### src/rtl/core_mem_if.sv
// EX/MEM, data bus and MEM/WB bundles for the memory stage.
// Handshake rule shared by all three bundles: a transfer happens on a rising
// clock edge where valid and ready are both 1; the master keeps valid and all
// payload stable until that edge, and ready may not depend on future valid.

interface em_if;
  logic        em_valid;
  logic        em_ready;
  logic [31:0] em_reg_data_mem_addr;
  logic [31:0] em_csr_data_mem_data;
  logic        em_mem_read;
  logic        em_mem_write;
  logic [2:0]  em_mem_op;
  logic [4:0]  em_rd;
  logic        em_reg_write;
  logic [11:0] em_csr;
  logic        em_csr_write;

  modport master (
    output em_valid, em_reg_data_mem_addr, em_csr_data_mem_data, em_mem_read,
           em_mem_write, em_mem_op, em_rd, em_reg_write, em_csr, em_csr_write,
    input  em_ready
  );
  modport slave (
    input  em_valid, em_reg_data_mem_addr, em_csr_data_mem_data, em_mem_read,
           em_mem_write, em_mem_op, em_rd, em_reg_write, em_csr, em_csr_write,
    output em_ready
  );
endinterface

interface dbus_if;
  logic        mem_req_valid;
  logic        mem_req_ready;
  logic [31:0] mem_addr;
  logic        mem_we;
  logic [3:0]  mem_wstrb;
  logic [31:0] mem_wdata;
  logic        mem_rsp_valid;
  logic [31:0] mem_rdata;

  modport master (
    output mem_req_valid, mem_addr, mem_we, mem_wstrb, mem_wdata,
    input  mem_req_ready, mem_rsp_valid, mem_rdata
  );
  modport slave (
    input  mem_req_valid, mem_addr, mem_we, mem_wstrb, mem_wdata,
    output mem_req_ready, mem_rsp_valid, mem_rdata
  );
endinterface

interface mw_if;
  logic        mw_valid;
  logic        mw_ready;
  logic [4:0]  mw_rd;
  logic        mw_reg_write;
  logic [31:0] mw_reg_data;
  logic [11:0] mw_csr;
  logic        mw_csr_write;
  logic [31:0] mw_csr_data;
  logic        mw_exc;
  logic [3:0]  mw_exc_cause;
  logic [31:0] mw_exc_tval;

  modport master (
    output mw_valid, mw_rd, mw_reg_write, mw_reg_data, mw_csr, mw_csr_write,
           mw_csr_data, mw_exc, mw_exc_cause, mw_exc_tval,
    input  mw_ready
  );
  modport slave (
    input  mw_valid, mw_rd, mw_reg_write, mw_reg_data, mw_csr, mw_csr_write,
           mw_csr_data, mw_exc, mw_exc_cause, mw_exc_tval,
    output mw_ready
  );
endinterface

### src/rtl/core_mem.sv
// RISC-V memory stage. Takes one EX/MEM entry at a time, performs the data
// bus access for aligned loads/stores, aligns/extends load data and presents
// the result (or a misalign/timeout exception) in a single MEM/WB register.

module core_mem #(
  parameter int BUS_TIMEOUT = 255
) (
  input  logic       clk,
  input  logic       rest,
  em_if.slave        em,
  dbus_if.master     bus,
  mw_if.master       mw,
  output logic [1:0] dbg_state
);

  typedef enum logic [1:0] {
    IDLE     = 2'd0,
    REQ      = 2'd1,
    WAIT_RSP = 2'd2
  } state_t;

  localparam logic [15:0] TMO_LAST = 16'(BUS_TIMEOUT - 1);

  state_t      state, state_nx;
  logic [15:0] tmo_cnt;

  // Captured entry for the bus access in flight
  logic [31:0] cap_addr;
  logic [31:0] cap_data;
  logic        cap_read;
  logic [2:0]  cap_op;
  logic [4:0]  cap_rd;
  logic        cap_reg_write;
  logic [11:0] cap_csr;
  logic        cap_csr_write;
  logic        cap_we;
  logic [3:0]  cap_wstrb;
  logic [31:0] cap_wdata;

  // MEM/WB register
  logic        mw_valid_q;
  logic [4:0]  mw_rd_q;
  logic        mw_reg_write_q;
  logic [31:0] mw_reg_data_q;
  logic [11:0] mw_csr_q;
  logic        mw_csr_write_q;
  logic [31:0] mw_csr_data_q;
  logic        mw_exc_q;
  logic [3:0]  mw_exc_cause_q;
  logic [31:0] mw_exc_tval_q;

  logic accept, is_mem, misaligned, go_bus, direct;
  logic rsp_hit, timeout, finish_bus, mw_load;

  logic [3:0]  st_strb;
  logic [31:0] st_wdata;
  logic [7:0]  ld_byte;
  logic [15:0] ld_half;
  logic [31:0] ld_result;

  logic [4:0]  nx_rd;
  logic        nx_reg_write;
  logic [31:0] nx_reg_data;
  logic [11:0] nx_csr;
  logic        nx_csr_write;
  logic [31:0] nx_csr_data;
  logic        nx_exc;
  logic [3:0]  nx_exc_cause;
  logic [31:0] nx_exc_tval;

  assign em.em_ready = rest && (state == IDLE) && (!mw_valid_q || mw.mw_ready);
  assign accept      = em.em_valid && em.em_ready;
  assign is_mem      = em.em_mem_read || em.em_mem_write;
  // Half needs addr[0]==0; word (op[1] set) needs addr[1:0]==0
  assign misaligned  = ((em.em_mem_op[1:0] == 2'b01) && em.em_reg_data_mem_addr[0]) ||
                       (em.em_mem_op[1] && (em.em_reg_data_mem_addr[1:0] != 2'b00));
  assign go_bus      = accept && is_mem && !misaligned;
  assign direct      = accept && !(is_mem && !misaligned);

  assign rsp_hit     = (state == WAIT_RSP) && bus.mem_rsp_valid;
  assign timeout     = (state == WAIT_RSP) && !bus.mem_rsp_valid && (tmo_cnt == TMO_LAST);
  assign finish_bus  = rsp_hit || timeout;
  assign mw_load     = direct || finish_bus;

  assign bus.mem_req_valid = (state == REQ);
  assign bus.mem_addr      = {cap_addr[31:2], 2'b00};
  assign bus.mem_we        = cap_we;
  assign bus.mem_wstrb     = cap_wstrb;
  assign bus.mem_wdata     = cap_wdata;

  assign mw.mw_valid     = mw_valid_q;
  assign mw.mw_rd        = mw_rd_q;
  assign mw.mw_reg_write = mw_reg_write_q;
  assign mw.mw_reg_data  = mw_reg_data_q;
  assign mw.mw_csr       = mw_csr_q;
  assign mw.mw_csr_write = mw_csr_write_q;
  assign mw.mw_csr_data  = mw_csr_data_q;
  assign mw.mw_exc       = mw_exc_q;
  assign mw.mw_exc_cause = mw_exc_cause_q;
  assign mw.mw_exc_tval  = mw_exc_tval_q;

  assign dbg_state = state;

  // State register
  always_ff @(posedge clk or negedge rest) begin
    if (!rest) state <= IDLE;
    else       state <= state_nx;
  end

  // Next-state: one bus access per aligned memory entry, never cancelled
  always_comb begin
    state_nx = state;
    case (state)
      IDLE:     if (go_bus)            state_nx = REQ;
      REQ:      if (bus.mem_req_ready) state_nx = WAIT_RSP;
      WAIT_RSP: if (finish_bus)        state_nx = IDLE;
      default:                         state_nx = IDLE;
    endcase
  end

  // Response timeout counter: runs only while waiting for a response
  always_ff @(posedge clk or negedge rest) begin
    if (!rest)                  tmo_cnt <= 16'd0;
    else if (state != WAIT_RSP) tmo_cnt <= 16'd0;
    else                        tmo_cnt <= tmo_cnt + 16'd1;
  end

  // Store lane encoding from the incoming entry
  always_comb begin
    st_strb  = 4'h0;
    st_wdata = 32'h0;
    if (em.em_mem_write) begin
      case (em.em_mem_op[1:0])
        2'b00: begin
          st_strb  = 4'b0001 << em.em_reg_data_mem_addr[1:0];
          st_wdata = {4{em.em_csr_data_mem_data[7:0]}};
        end
        2'b01: begin
          st_strb  = em.em_reg_data_mem_addr[1] ? 4'b1100 : 4'b0011;
          st_wdata = {2{em.em_csr_data_mem_data[15:0]}};
        end
        default: begin
          st_strb  = 4'hF;
          st_wdata = em.em_csr_data_mem_data;
        end
      endcase
    end
  end

  // Capture the entry and its bus payload when a bus access starts
  always_ff @(posedge clk or negedge rest) begin
    if (!rest) begin
      cap_addr      <= 32'h0;
      cap_data      <= 32'h0;
      cap_read      <= 1'b0;
      cap_op        <= 3'd0;
      cap_rd        <= 5'd0;
      cap_reg_write <= 1'b0;
      cap_csr       <= 12'h0;
      cap_csr_write <= 1'b0;
      cap_we        <= 1'b0;
      cap_wstrb     <= 4'h0;
      cap_wdata     <= 32'h0;
    end else if (go_bus) begin
      cap_addr      <= em.em_reg_data_mem_addr;
      cap_data      <= em.em_csr_data_mem_data;
      cap_read      <= em.em_mem_read;
      cap_op        <= em.em_mem_op;
      cap_rd        <= em.em_rd;
      cap_reg_write <= em.em_reg_write;
      cap_csr       <= em.em_csr;
      cap_csr_write <= em.em_csr_write;
      cap_we        <= em.em_mem_write;
      cap_wstrb     <= st_strb;
      cap_wdata     <= st_wdata;
    end
  end

  // Load data alignment and sign/zero extension
  always_comb begin
    case (cap_addr[1:0])
      2'd0:    ld_byte = bus.mem_rdata[7:0];
      2'd1:    ld_byte = bus.mem_rdata[15:8];
      2'd2:    ld_byte = bus.mem_rdata[23:16];
      default: ld_byte = bus.mem_rdata[31:24];
    endcase
    ld_half = cap_addr[1] ? bus.mem_rdata[31:16] : bus.mem_rdata[15:0];
    case (cap_op)
      3'd0:    ld_result = {{24{ld_byte[7]}}, ld_byte};
      3'd1:    ld_result = {{16{ld_half[15]}}, ld_half};
      3'd4:    ld_result = {24'h0, ld_byte};
      3'd5:    ld_result = {16'h0, ld_half};
      default: ld_result = bus.mem_rdata;
    endcase
  end

  // Next MEM/WB contents: bus completion or a direct (non-bus) entry
  always_comb begin
    nx_rd        = em.em_rd;
    nx_reg_write = em.em_reg_write;
    nx_reg_data  = em.em_reg_data_mem_addr;
    nx_csr       = em.em_csr;
    nx_csr_write = em.em_csr_write;
    nx_csr_data  = em.em_csr_data_mem_data;
    nx_exc       = 1'b0;
    nx_exc_cause = 4'd0;
    nx_exc_tval  = 32'h0;
    if (finish_bus) begin
      nx_rd        = cap_rd;
      nx_reg_write = cap_read && cap_reg_write && !timeout;
      nx_reg_data  = cap_read ? ld_result : cap_addr;
      nx_csr       = cap_csr;
      nx_csr_write = cap_csr_write && !timeout;
      nx_csr_data  = cap_data;
      if (timeout) begin
        nx_exc       = 1'b1;
        nx_exc_cause = cap_read ? 4'd5 : 4'd7;
        nx_exc_tval  = cap_addr;
      end
    end else if (is_mem) begin
      // A direct memory entry is always a misaligned one
      nx_exc       = 1'b1;
      nx_exc_cause = em.em_mem_read ? 4'd4 : 4'd6;
      nx_exc_tval  = em.em_reg_data_mem_addr;
      nx_reg_write = 1'b0;
      nx_csr_write = 1'b0;
    end
  end

  // MEM/WB register: load replaces (even while draining), else drain on ready
  always_ff @(posedge clk or negedge rest) begin
    if (!rest) begin
      mw_valid_q     <= 1'b0;
      mw_rd_q        <= 5'd0;
      mw_reg_write_q <= 1'b0;
      mw_reg_data_q  <= 32'h0;
      mw_csr_q       <= 12'h0;
      mw_csr_write_q <= 1'b0;
      mw_csr_data_q  <= 32'h0;
      mw_exc_q       <= 1'b0;
      mw_exc_cause_q <= 4'd0;
      mw_exc_tval_q  <= 32'h0;
    end else if (mw_load) begin
      mw_valid_q     <= 1'b1;
      mw_rd_q        <= nx_rd;
      mw_reg_write_q <= nx_reg_write;
      mw_reg_data_q  <= nx_reg_data;
      mw_csr_q       <= nx_csr;
      mw_csr_write_q <= nx_csr_write;
      mw_csr_data_q  <= nx_csr_data;
      mw_exc_q       <= nx_exc;
      mw_exc_cause_q <= nx_exc_cause;
      mw_exc_tval_q  <= nx_exc_tval;
    end else if (mw.mw_ready) begin
      mw_valid_q     <= 1'b0;
    end
  end

endmodule

### src/flat_wrapper.sv
// flat-port wrapper written by rule: the top's interface ports become plain ports
module core_mem_flat 
#(
  parameter int BUS_TIMEOUT = 255
)
  (clk, rest, dbg_state, em_em_valid, em_em_reg_data_mem_addr, em_em_csr_data_mem_data, em_em_mem_read, em_em_mem_write, em_em_mem_op, em_em_rd, em_em_reg_write, em_em_csr, em_em_csr_write, em_em_ready, bus_mem_req_valid, bus_mem_addr, bus_mem_we, bus_mem_wstrb, bus_mem_wdata, bus_mem_req_ready, bus_mem_rsp_valid, bus_mem_rdata, mw_mw_valid, mw_mw_rd, mw_mw_reg_write, mw_mw_reg_data, mw_mw_csr, mw_mw_csr_write, mw_mw_csr_data, mw_mw_exc, mw_mw_exc_cause, mw_mw_exc_tval, mw_mw_ready);
  em_if em_i ();
  dbus_if bus_i ();
  mw_if mw_i ();
  input  logic clk;
  input  logic rest;
  output logic [1:0] dbg_state;
  input wire logic [$bits(em_i.em_valid)-1:0] em_em_valid;
  input wire logic [$bits(em_i.em_reg_data_mem_addr)-1:0] em_em_reg_data_mem_addr;
  input wire logic [$bits(em_i.em_csr_data_mem_data)-1:0] em_em_csr_data_mem_data;
  input wire logic [$bits(em_i.em_mem_read)-1:0] em_em_mem_read;
  input wire logic [$bits(em_i.em_mem_write)-1:0] em_em_mem_write;
  input wire logic [$bits(em_i.em_mem_op)-1:0] em_em_mem_op;
  input wire logic [$bits(em_i.em_rd)-1:0] em_em_rd;
  input wire logic [$bits(em_i.em_reg_write)-1:0] em_em_reg_write;
  input wire logic [$bits(em_i.em_csr)-1:0] em_em_csr;
  input wire logic [$bits(em_i.em_csr_write)-1:0] em_em_csr_write;
  output wire logic [$bits(em_i.em_ready)-1:0] em_em_ready;
  output wire logic [$bits(bus_i.mem_req_valid)-1:0] bus_mem_req_valid;
  output wire logic [$bits(bus_i.mem_addr)-1:0] bus_mem_addr;
  output wire logic [$bits(bus_i.mem_we)-1:0] bus_mem_we;
  output wire logic [$bits(bus_i.mem_wstrb)-1:0] bus_mem_wstrb;
  output wire logic [$bits(bus_i.mem_wdata)-1:0] bus_mem_wdata;
  input wire logic [$bits(bus_i.mem_req_ready)-1:0] bus_mem_req_ready;
  input wire logic [$bits(bus_i.mem_rsp_valid)-1:0] bus_mem_rsp_valid;
  input wire logic [$bits(bus_i.mem_rdata)-1:0] bus_mem_rdata;
  output wire logic [$bits(mw_i.mw_valid)-1:0] mw_mw_valid;
  output wire logic [$bits(mw_i.mw_rd)-1:0] mw_mw_rd;
  output wire logic [$bits(mw_i.mw_reg_write)-1:0] mw_mw_reg_write;
  output wire logic [$bits(mw_i.mw_reg_data)-1:0] mw_mw_reg_data;
  output wire logic [$bits(mw_i.mw_csr)-1:0] mw_mw_csr;
  output wire logic [$bits(mw_i.mw_csr_write)-1:0] mw_mw_csr_write;
  output wire logic [$bits(mw_i.mw_csr_data)-1:0] mw_mw_csr_data;
  output wire logic [$bits(mw_i.mw_exc)-1:0] mw_mw_exc;
  output wire logic [$bits(mw_i.mw_exc_cause)-1:0] mw_mw_exc_cause;
  output wire logic [$bits(mw_i.mw_exc_tval)-1:0] mw_mw_exc_tval;
  input wire logic [$bits(mw_i.mw_ready)-1:0] mw_mw_ready;
  assign em_i.em_valid = em_em_valid;
  assign em_i.em_reg_data_mem_addr = em_em_reg_data_mem_addr;
  assign em_i.em_csr_data_mem_data = em_em_csr_data_mem_data;
  assign em_i.em_mem_read = em_em_mem_read;
  assign em_i.em_mem_write = em_em_mem_write;
  assign em_i.em_mem_op = em_em_mem_op;
  assign em_i.em_rd = em_em_rd;
  assign em_i.em_reg_write = em_em_reg_write;
  assign em_i.em_csr = em_em_csr;
  assign em_i.em_csr_write = em_em_csr_write;
  assign em_em_ready = em_i.em_ready;
  assign bus_mem_req_valid = bus_i.mem_req_valid;
  assign bus_mem_addr = bus_i.mem_addr;
  assign bus_mem_we = bus_i.mem_we;
  assign bus_mem_wstrb = bus_i.mem_wstrb;
  assign bus_mem_wdata = bus_i.mem_wdata;
  assign bus_i.mem_req_ready = bus_mem_req_ready;
  assign bus_i.mem_rsp_valid = bus_mem_rsp_valid;
  assign bus_i.mem_rdata = bus_mem_rdata;
  assign mw_mw_valid = mw_i.mw_valid;
  assign mw_mw_rd = mw_i.mw_rd;
  assign mw_mw_reg_write = mw_i.mw_reg_write;
  assign mw_mw_reg_data = mw_i.mw_reg_data;
  assign mw_mw_csr = mw_i.mw_csr;
  assign mw_mw_csr_write = mw_i.mw_csr_write;
  assign mw_mw_csr_data = mw_i.mw_csr_data;
  assign mw_mw_exc = mw_i.mw_exc;
  assign mw_mw_exc_cause = mw_i.mw_exc_cause;
  assign mw_mw_exc_tval = mw_i.mw_exc_tval;
  assign mw_i.mw_ready = mw_mw_ready;
  core_mem #(.BUS_TIMEOUT(BUS_TIMEOUT)) u_core (.clk(clk), .rest(rest), .em(em_i), .bus(bus_i), .mw(mw_i), .dbg_state(dbg_state));
endmodule
### config.mk
export PLATFORM = sky130hd
export DESIGN_NAME = core_mem_flat
export DESIGN_NICKNAME = d
export VERILOG_FILES = /design/src/rtl/core_mem_if.sv /design/src/rtl/core_mem.sv /design/src/flat_wrapper.sv
export SDC_FILE = /design/constraint.sdc
export NUM_CORES = 1
export LEC_CHECK = 0
export CAP_MARGIN = 20
export CORE_MARGIN = 5
export CORE_UTILIZATION = 49
export CTS_BUF_LIST = sky130_fd_sc_hd__clkbuf_16
export DETAILED_ROUTE_END_ITERATION = 10
export PLACE_DENSITY = 0.91
export SYNTH_ARGS = -nofsm -noshare
export SYNTH_HDL_FRONTEND = slang
export SYNTH_SLANG_ARGS = --single-unit
### constraint.sdc
create_clock -name clk -period 2.3 [get_ports clk]
set_clock_uncertainty 0.05 [all_clocks]
set_input_delay 0.345 -clock clk [delete_from_list [all_inputs] [get_ports clk]]
set_output_delay 0.345 -clock clk [all_outputs]
set_load 0.005 [all_outputs]
==> impl_metrics.ini, run 1 <==
[finish]
area.growth.synth_to_final_pct = 37.2
layout-drive-gt1-share = 0.0850
instances_no_fill = 1988
final_nets = 1766
num_antenna_cells = 0

[sta]
min_period_over_period = 0.975
pnr_worst_setup_slack_ns = 0.0568
worst_pin_slew_ns = 0.949
final_hold_viol_count = 0
layout_min_cycle_time_ns = 2.24
worst_slew_margin_relative_to_its_limit = 0.367
fmaxAchievable_mhz = 446
final-setup-viol-count = 0
rsz0062_at_grt = true
fin_max_slew_vios = 0
tns_ns = 0

[place]
gp_congestion = 0.889
dpl_worst_slack_ns = -0.150
dp_cells = 1936
place.detailed.hpwl_mm = 30.3
place.port_buffers = 316

[yosys]
yosys_register_bits = 261
synthesis.instances = 1347
synthesis.area_sq_mm = 0.0124
synth.yosys.warnings = 0
ys.flop_type = dfrtp_1
post_synth.cell_area_avg_sq_um = 9.19
number_of_distinct_library_cell_variants_in_the_gate_level_netlist_after_synthesis = 56
ys_top_cells_by_area = dfrtp_1 (53%), nand2_1 (14%), mux2i_1 (5.1%), a22oi_1 (4.9%), o21ai_0 (3.8%)
synth_sequential_area_ratio = 0.528
synth_async_sr_flop_share = 1.00
synth_enable_flop_cells = 0
synth_top_area_cell = dfrtp_1
post-synth-top-area-fraction = 0.528

[power]
pwr_density_cell_mw_per_mm2 = 1240
vdd.ir_drop.worst_uv = 726
leakage_nw = 8.03
power.total_w = 0.0211

[setup_path]
critPathKind = flop to primary output
timing.rr.end = u_core.mw.mw_csr[1]
crit_path_end = em_em_ready
max_stage_delay_ns = 0.51
reg_to_reg_setup_timing_slack_ns = 0.19
critical_path.max_fanout = 5
critical_path_required_ns = 1.90
launch_point_of_the_worst_path = u_core.dbg_state[0]
nature_of_the_critical_path_startpoint = flop
critPathArrivalTime_ns = 1.85
worst_path_max_delay_cell = clkdlybuf4s50_1
reg2reg_from = u_core.tmo_cnt[0]
critPathCaptureType = primary output
r2r.worst_path.cells = 8
path_cells = nor2_1, and3_1, clkdlybuf4s50_1

[drt]
post_drt_wl_per_cell_um = 21.5
detailroute.via_count = 11800
drc = 0
detail_route.first_pass.iterations = 6
totalWireLength_mm = 42.8
drtAntennaViolNets = 0
initialDrtViolationCount = 1379
vias_per_cell = 5.92

[floorplan]
overall_die_area_sq_mm = 0.0285
core_area_sq_mm = 0.0250
initial_core_util = 0.494
boundaryPins = 320
die_h_um = 169
fp_rows = 58
fp.dieW_um = 169

[clock_tree]
clock_tree.htree_level_count = 1
cts.clk_slew.worst_paths_ns = 0.06
cts_inserted_buffers = 28
clk-insertion-delay-late_ns = 0.54
cts_tree = yes
cts.root.buffer_cell = clkbuf_16
max-clock-path-buffers = 3
cts.sinks = 261

[global_routing]
grt-ovfl-total = 0
grt_first_pass_wirelength_mm = 66.7
first_global_vias = 12100
pin_count_of_the_biggest_net_entering_global_routing = 128
antenna_found_initial = 1
groute.usage.overall = 0.289

[status]
run_status = completed

[run]
cap_violations = 0

[worst_hold_path]
hp-class = input port to flop
[worst max-delay path: cells and delay by family, from the launching register on]
family / cells / cell delay [ns]
buf+inv: 1 / 0.51
flops: 1 / 0.42
simple gates: 2 / 0.39
[registers in the layout, indices dropped and copies added, names as in the netlist, 2 cells and up]
signal and count:
u_core.bus.mem_wdata 32, u_core.cap_op 3, u_core.bus.mem_wstrb 4, u_core.mw.mw_exc_cause 3, u_core.mw.mw_csr 12, u_core.mw.mw_exc_tval 32, u_core.mw.mw_reg_data 32, u_core.cap_csr 12
u_core.dbg_state 2, u_core.cap_rd 5, u_core.mw.mw_csr_data 32, u_core.cap_addr 32, u_core.mw.mw_rd 5, u_core.cap_data 32, u_core.tmo_cnt 16
[report_power, final]
part / switching (W) / internal (W)
Clock: 0.00184 / 0.00236
Sequential: 0.00156 / 0.00665
Combinational: 0.00396 / 0.00468
[repair_timing]
action	in CTS	in global routing
setup buffers	0	1
hold buffers	1	0
endpoints found under the setup margin	0	91
resized for setup	0	2
hold endpoints to repair	138	0
[cells in the mapped netlist (all sizes together), types with 2 or more instances]
master and instances:
clkbuf 48, nor4b 2, nor3 11, xor2 10, o22a 5, a22o 5, nand3 64, a211oi 9
o22ai 2, nor2b 5, a221oi 18, a21boi 3, nand2 459, nand2b 6, a21oi 8, o21ai 97
o21a 2, or3 2, nor4 3, xnor2 2, and2 2, inv 7, mux2 19, a22oi 81
o31ai 2, ha 2, nand4 8, buf 82, o2111ai 2, dfrtp 261, nor2 27, mux2i 63
and4 3, a31oi 13
[worst min-delay path by stage]
| stage | startpoint | end | slack (ns) | depth (start not counted) |
|---|---|---|---|---|
| 2_1_floorplan | rest | u_core.bus.mem_wdata[0] | -0.0006 | 0 |
| 4_1_cts | em_em_rd[2] | u_core.cap_rd[2] | 0.31 | 3 |
| 6_report | em_em_csr[10] | u_core.cap_csr[10] | 0.33 | 3 |
| 3_3_place_gp | u_core.bus.mem_wdata[13] | u_core.bus.mem_wdata[13] | 0.40 | 2 |
| 5_1_grt | em_em_rd[0] | u_core.cap_rd[0] | 0.32 | 3 |
| 3_5_place_dp | u_core.bus.mem_wdata[17] | u_core.bus.mem_wdata[17] | 0.41 | 2 |
[final cells by class]
cell class | instances | area (sq um)
Timing Repair Buffer | 389 | 3980
Fill cell | 1805 | 8060
Inverter | 8 | 30.0
Tap cell | 330 | 413
Sequential cell | 261 | 6530
Multi-Input combinational cell | 950 | 5180
Clock inverter | 21 | 111
Clock buffer | 29 | 726
[per-layer routing]
metal,vias up,global-route usage,routed length [um]
li1,5164,-,-
met1,5715,0.348,15400
met2,740,0.489,20600
met3,157,0.0803,4640
met4,2,0.120,2050
met5,-,0,13
[cell usage in the layout (no fill, tap or decap), drive strengths merged, types with 3 or more instances in the layout]
cell / count
nor3: 11
a21boi: 3
nor2b: 5
nand2: 459
nor4: 3
a22o: 5
dfrtp: 261
a31oi: 13
nand2b: 6
inv: 17
a211oi: 9
mux2i: 63
xor2: 10
clkbuf: 29
a21oi: 8
mux2: 19
clkinv: 11
nand3: 64
and4: 3
a221oi: 18
clkdlybuf4s50: 315
nand4: 8
buf: 73
nor2: 27
conb: 3
o22a: 5
a22oi: 81
o21ai: 97
[through the flow]
stage | cell area (sq um) | hold slack [ns] | util
4_1_cts | 17000 | 0.306 | 0.677
3_3_place_gp | 16100 | 0.401 | 0.643
5_1_grt | 17000 | 0.324 | 0.678
3_5_place_dp | 16100 | 0.409 | 0.643
6_report | 17000 | 0.327 | 0.678
2_1_floorplan | 12400 | -0.000591 | -
[cells by family after synthesis]
logic type	after synthesis	synth area share
mux	82	0.0683
simple gates	599	0.201
flops	261	0.528
fa+ha+maj	2	0.00202
compound gates	252	0.134
xor+xnor	12	0.00849
other cells	1	0.000303
buf+inv	138	0.0583
(Power assumes the default switching activity.)
==> run 2, diff against run 1 <==
--- a/config.mk
+++ b/config.mk
@@ -10,6 +10,7 @@
 export CORE_UTILIZATION = 49
 export CTS_BUF_LIST = sky130_fd_sc_hd__clkbuf_16
 export DETAILED_ROUTE_END_ITERATION = 10
+export GPL_TIMING_DRIVEN = 0
 export PLACE_DENSITY = 0.91
 export SYNTH_ARGS = -nofsm -noshare
 export SYNTH_HDL_FRONTEND = slang
==> impl_metrics.ini, run 2 (synthesis results as in run 1) <==
[status]
run_status = completed

[floorplan]
overall_die_area_sq_mm = 0.0285
fp.dieW_um = 169
boundaryPins = 320
core_area_sq_mm = 0.0250
fp_rows = 58
die_h_um = 169
initial_core_util = 0.494

[setup_path]
worst_path_max_delay_cell = clkdlybuf4s50_1
critPathCaptureType = flop
critPathKind = input port to flop
max_stage_delay_ns = 0.55
reg2reg_from = u_core.tmo_cnt[0]
critical_path_required_ns = 2.64
reg_to_reg_setup_timing_slack_ns = 0.06
timing.rr.end = u_core.mw.mw_csr_data[15]
path_cells = clkdlybuf4s50_1, nor2_4, o22a_1, nor2_1, buf_2, clkbuf_2, a22oi_1, o21ai_0
critPathArrivalTime_ns = 2.62
critical_path.max_fanout = 10
r2r.worst_path.cells = 9
nature_of_the_critical_path_startpoint = input port

[global_routing]
first_global_vias = 12400
grt-ovfl-total = 0
grt_first_pass_wirelength_mm = 71.0
pin_count_of_the_biggest_net_entering_global_routing = 125
antenna_found_initial = 3
groute.usage.overall = 0.318

[place]
place.port_buffers = 316
gp_congestion = 0.942
place.detailed.hpwl_mm = 33.8

[worst_hold_path]
hp-class = input port to flop
hold_depth = 3
hp-start = em_em_reg_data_mem_addr[0]
timing.hold.worst_endpoint = u_core.cap_addr[0]

[power]
leakage_nw = 8.17
pwr_density_cell_mw_per_mm2 = 1260
vdd.ir_drop.worst_uv = 770

[sta]
fmaxAchievable_mhz = 439
worst_pin_slew_ns = 0.740
final_hold_viol_count = 0
layout_min_cycle_time_ns = 2.28
final-setup-viol-count = 0
fin_worst_hold_slack_ns = 0.239
tns_ns = 0
worst_slew_margin_relative_to_its_limit = 0.506
min_period_over_period = 0.989
fin_max_slew_vios = 0

[clock_tree]
cts.root.buffer_cell = clkbuf_16
clk-insertion-delay-late_ns = 0.54
max-clock-path-buffers = 3
clock_tree.htree_level_count = 1
cts_inserted_buffers = 29
cts.clk_slew.worst_paths_ns = 0.06
cts.sinks = 261
cts_tree = yes

[drt]
vias_per_cell = 5.97
drtAntennaViolNets = 0
detailroute.via_count = 12300
post_drt_wl_per_cell_um = 22.8
detail_route.first_pass.iterations = 6
drc = 0
totalWireLength_mm = 47.0
initialDrtViolationCount = 1645

[finish]
nFillCells = 1890
layout-drive-gt1-share = 0.0995
mostFrequentLayoutCell = nand2_1
area.growth.synth_to_final_pct = 38.9
final_nets = 1839
postLayoutCoreUtil = 0.687
final_cell_mix = nand2_1 (457), clkdlybuf4s50_1 (313), dfrtp_1 (260)

[run]
cap_violations = 0
==> run 2: cell types whose count changed in the layout (fill, tap and decap cells not counted), moves of 5 or more <==
cell / before / now
buf_12: 21 / 2
buf_2: 0 / 26
clkbuf_1: 0 / 37
buf_6: 0 / 9
buf_1: 0 / 6
inv_1: 17 / 12
clkbuf_2: 0 / 9
==> run 2: timing repair <==
item | 4_1_cts | 5_1_grt
gates resized for setup | 28 | 39
pin swaps | 2 | 5
gates cloned | 1 | 1
setup endpoints to repair | 228 | 166
hold buffers | 4 | 0
hold endpoints to repair | 68 | 0
buffers inserted | 0 | 7
==> run 2: layout make-up <==
class	instances	area (sq um)	area share
antenna	2	5.00	0.000291
buffer	129	749	0.0436
clock buffer	29	726	0.0422
clock inverter	19	141	0.00822
inverter	8	33.8	0.00197
multi-input combinational	950	5190	0.302
sequential	261	6530	0.380
tap	330	413	0.0240
timing repair buffer	332	3400	0.198
==> run 2: worst max-delay path by stage <==
stage / startpoint / to / slack, ns / depth (start not counted)
after global placement: rest / u_core.mw.mw_exc_tval[22] / -11.37 / 6
after floorplan: u_core.tmo_cnt[0] / u_core.mw.mw_csr_data[15] / 0.41 / 8
after detailed placement: em_em_reg_data_mem_addr[1] / u_core.cap_csr[1] / -0.96 / 8
after CTS: u_core.cap_addr[1] / u_core.mw.mw_reg_data[23] / 0.006 / 7
after global routing: u_core.tmo_cnt[0] / u_core.mw.mw_csr_data[28] / -0.003 / 8
final: em_em_mem_op[1] / u_core.mw.mw_csr_data[0] / 0.02 / 8
==> run 2: layer usage <==
layer / vias up / track usage / share of wire
met1: 5905 / 0.376 / 0.35
li1: 5323 / - / -
met4: 2 / 0.160 / 0.059
met3: 187 / 0.0972 / 0.12
met5: - / 0 / 0.00028
met2: 871 / 0.527 / 0.47
==> run 2: through the flow <==
step	total power (W)	setup slack [ns]	cells	instance area, sq um
2_1_floorplan	0.0118	0.414	1349	12400
3_3_place_gp	0.0166	-11.37	1995	16000
3_5_place_dp	0.0170	-0.957	1998	16000
4_1_cts	0.0215	0.00586	2051	17100
5_1_grt	0.0229	-0.00322	2058	17200
6_report	0.0217	0.0242	2060	17200
==> run 2: critical path: cells and delay by family <==
family / cells / cell delay (ns)
and+or+nand+nor: 2 / 0.47
buffers and inverters: 3 / 1.05
AOI/OAI and AO/OA: 3 / 0.75
==> run 2: power by group <==
| group | internal (W) | switching, W | leakage [nW] |
|---|---|---|---|
| clock | 0.00249 | 0.00188 | 0.441 |
| sequential | 0.00665 | 0.00153 | 3.33 |
| combinational | 0.00489 | 0.00423 | 4.40 |
| total | 0.0140 | 0.00763 | 8.17 |
